### src/rtl/wb_master.sv
// Single-beat Wishbone master bridging a valid/ready request port to a
// valid/ready response port; one transaction in flight, with a bus timeout.
module wb_master #(
  parameter int addr_width = 32,
  parameter int data_width = 32,
  parameter int sel_width  = data_width / 8,
  parameter int timeout    = 16
) (
  input  logic                  clock,
  input  logic                  reset,
  // request side
  input  logic                  req_valid,
  output logic                  req_ready,
  input  logic                  req_we,
  input  logic [addr_width-1:0] req_addr,
  input  logic [data_width-1:0] req_data,
  input  logic [sel_width-1:0]  req_sel,
  // response side
  output logic                  resp_valid,
  input  logic                  resp_ready,
  output logic [data_width-1:0] resp_data,
  output logic                  resp_err,
  // Wishbone side
  output logic [addr_width-1:0] wb_adr,
  output logic [data_width-1:0] wb_datwr,
  input  logic [data_width-1:0] wb_datrd,
  output logic                  wb_we,
  output logic [sel_width-1:0]  wb_sel,
  output logic                  wb_stb,
  output logic                  wb_cyc,
  input  logic                  wb_ack
);

  localparam int CW = $clog2(timeout) + 1;
  localparam logic [CW-1:0] TO_LAST = CW'(timeout - 1);

  typedef enum logic [1:0] {IDLE, BUS, RESP} state_t;

  state_t        state;
  logic [CW-1:0] cnt;

  // Every output is a register updated alongside the state, so nothing
  // on the request or Wishbone inputs reaches an output combinationally.
  always_ff @(posedge clock) begin
    if (reset) begin
      state      <= IDLE;
      req_ready  <= 1'b1;
      wb_cyc     <= 1'b0;
      wb_stb     <= 1'b0;
      wb_we      <= 1'b0;
      wb_adr     <= '0;
      wb_datwr   <= '0;
      wb_sel     <= '0;
      resp_valid <= 1'b0;
      resp_data  <= '0;
      resp_err   <= 1'b0;
      cnt        <= '0;
    end else begin
      case (state)
        IDLE: begin
          if (req_valid) begin
            wb_adr    <= req_addr;
            wb_datwr  <= req_data;
            wb_sel    <= req_sel;
            wb_we     <= req_we;
            cnt       <= '0;
            req_ready <= 1'b0;
            wb_cyc    <= 1'b1;
            wb_stb    <= 1'b1;
            state     <= BUS;
          end
        end
        BUS: begin
          // ack is checked first so it wins over a coincident timeout
          if (wb_ack) begin
            resp_data  <= wb_we ? '0 : wb_datrd;
            resp_err   <= 1'b0;
            wb_cyc     <= 1'b0;
            wb_stb     <= 1'b0;
            resp_valid <= 1'b1;
            state      <= RESP;
          end else if (cnt == TO_LAST) begin
            resp_data  <= '0;
            resp_err   <= 1'b1;
            wb_cyc     <= 1'b0;
            wb_stb     <= 1'b0;
            resp_valid <= 1'b1;
            state      <= RESP;
          end else begin
            cnt <= cnt + 1'b1;
          end
        end
        RESP: begin
          if (resp_ready) begin
            resp_valid <= 1'b0;
            req_ready  <= 1'b1;
            state      <= IDLE;
          end
        end
        default: begin
          req_ready  <= 1'b1;
          wb_cyc     <= 1'b0;
          wb_stb     <= 1'b0;
          resp_valid <= 1'b0;
          state      <= IDLE;
        end
      endcase
    end
  end

endmodule

### config.mk
export PLATFORM = sky130hd
export DESIGN_NAME = wb_master
export DESIGN_NICKNAME = d
export VERILOG_FILES = /design/src/rtl/wb_master.sv
export SDC_FILE = /design/constraint.sdc
export NUM_CORES = 1
export LEC_CHECK = 0
export CORE_MARGIN = 3
export CORE_UTILIZATION = 42
export CTS_CLUSTER_DIAMETER = 100
export DETAILED_ROUTE_END_ITERATION = 10
export PLACE_DENSITY_LB_ADDON = 0.15
export SLEW_MARGIN = 0
export SYNTH_ARGS = -nofsm -noshare
export SYNTH_HDL_FRONTEND = slang
export SYNTH_SLANG_ARGS = --single-unit
### constraint.sdc
create_clock -name clock -period 3.8 [get_ports clock]
set_input_delay 0.76 -clock clock [delete_from_list [all_inputs] [get_ports clock]]
set_output_delay 0.76 -clock clock [all_outputs]
set_load 0.01 [all_outputs]
==> summary.txt <==
Commonest non-fill, non-tap cell in the layout = clkdlybuf4s50_1
Crit-path max cell delay = 0.72 ns
Floorplan Core Area = 0.009284 mm2
Detailed-route DRC error count = 0
DR vias/cell = 4.906
Skew final = 0.007281 ns
GRT Total Usage = 21.16%
Most frequent cells in the layout = clkdlybuf4s50_1 (210), nand2_1 (171), dfxtp_1 (112)
Capture point of the critical path = cnt[3]$_SDFFE_PP0P_
Layout cells sized above 1 = 3.863%
Storage element area = 0.002242 mm2
Maximum number of pins on one net before global-route repair = 88
Hold Fails Final Rpt = 0
I/O Buffers = 211
Slew margin rel. = 27.67%
Clk_lat worst skew = 0.36 ns
Reg-to-Reg End = cnt[3]$_SDFFE_PP0P_
Drt pass-1 iters = 4
Netlist cell types = 31
RD Place Congestion = 0.7864
Hold Path Class = flop to flop
Max IR drop VDD = 229.9 uV
Syn_nets = 614
Cts bufs inserted = 9
Sw power = 0.6193 mW
Critical path origin = req_valid
Arrival time worst endpoint = 2.73 ns
Crit-path slowest cell = or3b_2
Outcome = completed
# H-tree levels = 3
Clock Tree Buf Depth = 2
Filler cell count = 793
Starting Density = 43.46%
Die Wd = 104.0 um
First-pass GRT wire length = 18,950 um
Clock root buffer = clkbuf_8
Inserted Diodes = 0
Area grow syn2layout = 60.37%
Minimum clock period = 2.483 ns
Area of the mapped netlist = 0.004035 mm2
Worst Max-Slew Pin Slew = 1.085 ns
CP Cell Sequence = clkdlybuf4s50_1 > or3b_2 > buf_4 > a22oi_1 > o21ai_0
Max-slew violations = 0
CTS sink cnt = 112
Reg2reg start = cnt[0]$_SDFFE_PP0P_
Average cell area after synthesis = 7.975 um2
Yosys reg bits = 112
Internal power = 1.998 mW
Via count = 4,062
CTS tree = yes
Final setup vio count = 0
CTS Hold Bufs = 0
Max Fanout on Critical Path = 49
Number of I/O pins = 212
Crit share post-route = 65.34%
Die H = 104.0 um
Seq pwr share = 48.7%
DR WL/cell = 14.49 um
Startpoint types = input pin
Final ANT Viol Nets = 0
Final net count = 802
Setup TNS = 0 ns
Post-synthesis sequential area ratio = 55.57%
Critical Path Sink Type = flop
RSZ-0062 raised after global routing = no
Postcts setup bufs = 0
Power per cell area = 404.4 mW/mm2
Mapped Cells = 506
Clk slew on worst S/H paths = 0.09 ns
Area of the multi-input gates = 0.001642 mm2
Switching share of power = 23.66%
FMAX = 402.8 MHz
Starting DRT DRC Count = 125
Critical path required time = 4.04 ns
Grt ovf = 0
Rows = 35
Vias in the first global route = 3,856
Synth warn = 0
Detailed Route WL = 12,000 um
R2R cell count = 6
Comb power frac = 17.3%
R2r setup slk = 1.46 ns
Initial antenna violation count = 0
Die ar. = 0.01082 mm2
Maximum Capacitance Violations = 0
Leakage = 2.314 nW
Clk pwr share = 34.0%
Post-CTS Resized = 0
Worst Path Class, Setup = input pin to flop
DP HPWL = 8443 um
Post-layout util = 69.70%
-- power groups by stage --
stage	logic [mW]	clock network [mW]	registers [mW]
2_1_floorplan	0.152	0	1.33
3_3_place_gp	0.446	0	1.30
3_5_place_dp	0.454	0	1.30
4_1_cts	0.457	0.912	1.28
5_1_grt	0.490	0.946	1.28
6_report	0.453	0.889	1.28
-- synth_stat cells --
| cell | n | share of area (%) |
|---|---|---|
| a22oi_1 | 1 | 0.19 |
| nor3_1 | 2 | 0.25 |
| nor2_1 | 3 | 0.28 |
| or2_2 | 2 | 0.31 |
| nor4bb_1 | 1 | 0.25 |
| and3_1 | 1 | 0.16 |
| nor3b_2 | 1 | 0.31 |
| ha_1 | 2 | 0.62 |
| nor3b_1 | 1 | 0.19 |
| nand3_1 | 6 | 0.74 |
| nor4b_1 | 1 | 0.22 |
| dfxtp_1 | 112 | 56 |
| nand2b_1 | 4 | 0.62 |
| a21oi_1 | 110 | 14 |
| a2bb2oi_1 | 1 | 0.22 |
| or3b_2 | 1 | 0.22 |
| or4b_1 | 1 | 0.25 |
| buf_2 | 2 | 0.25 |
| nor2b_1 | 3 | 0.47 |
| o21a_1 | 1 | 0.19 |
| clkbuf_1 | 34 | 3.2 |
| inv_1 | 1 | 0.093 |
| o21ai_0 | 34 | 4.2 |
| a211oi_1 | 1 | 0.19 |
| buf_6 | 1 | 0.28 |
| nand2_1 | 171 | 16 |
| buf_1 | 2 | 0.19 |
| buf_4 | 1 | 0.19 |
| o21bai_1 | 3 | 0.56 |
| or4_1 | 1 | 0.19 |
| clkbuf_2 | 1 | 0.12 |
-- worst max-delay path, delay by kind of cell --
family                 cells  cell delay [ns]
AOI/OAI and AO/OA          2             0.32
buffers and inverters      2             0.92
and+or+nand+nor            1             0.72
-- layout make-up --
cell class	count	share of cell area [%]
Sequential cell	112	34.65
Timing Repair Buffer	218	33.41
Multi-Input combinational cell	352	25.37
Tap cell	129	2.494
Clock buffer	11	2.030
Clock inverter	5	1.991
Inverter	1	0.05800
-- through the flow --
| step | worst slack [ns] | std cells | area, um2 | hold WS, ns | total power, mW |
|---|---|---|---|---|---|
| 6_report | 1.317 | 828 | 6471 | 0.4557 | 2.617 |
| 5_1_grt | 1.167 | 828 | 6471 | 0.4764 | 2.721 |
| 4_1_cts | 1.318 | 828 | 6471 | 0.4606 | 2.645 |
| 3_5_place_dp | 0.9147 | 812 | 6211 | 0.4482 | 1.757 |
| 3_3_place_gp | 0.9223 | 812 | 6211 | 0.4414 | 1.746 |
| 2_1_floorplan | 1.692 | 506 | 4035 | 0.4479 | 1.479 |
-- how the worst min path moves through the flow --
stage | slack, ns | cells after the start | end | startpoint
floorplan | 0.45 | 2 | cnt[4]$_SDFFE_PP0P_ | cnt[4]$_SDFFE_PP0P_
global placement | 0.44 | 2 | wb_adr[7]$_SDFFE_PP0P_ | wb_adr[7]$_SDFFE_PP0P_
detailed placement | 0.45 | 2 | wb_adr[25]$_SDFFE_PP0P_ | wb_adr[25]$_SDFFE_PP0P_
CTS | 0.46 | 2 | wb_datwr[15]$_SDFFE_PP0P_ | wb_datwr[15]$_SDFFE_PP0P_
global route | 0.48 | 2 | wb_adr[25]$_SDFFE_PP0P_ | wb_adr[25]$_SDFFE_PP0P_
finish | 0.46 | 2 | wb_datwr[15]$_SDFFE_PP0P_ | wb_datwr[15]$_SDFFE_PP0P_
-- layer usage --
metal | vias up | share of wire, % | GRT usage [%]
li1 | 2040 | - | -
met1 | 1853 | 40 | 24.22
met2 | 149 | 49 | 36.17
met3 | 20 | 8.8 | 7.697
met4 | 0 | 2.0 | 7.882
met5 | - | 0 | 0
-- sequential cells by signal (all words and copies together), names as in the netlist, 2 cells and up --
name,cells
wb_adr,32
cnt,5
resp_data,32
state,2
wb_datwr,32
wb_sel,4
-- logic make-up after synthesis --
logic type      count (synthesis)  synth area share, %
flops                         112                55.57
buf+inv                        42                4.279
compound gates                151                19.19
simple gates                  199                20.34
fa+ha+maj                       2               0.6201
Note: power is estimated with default switching activity, not from simulation.
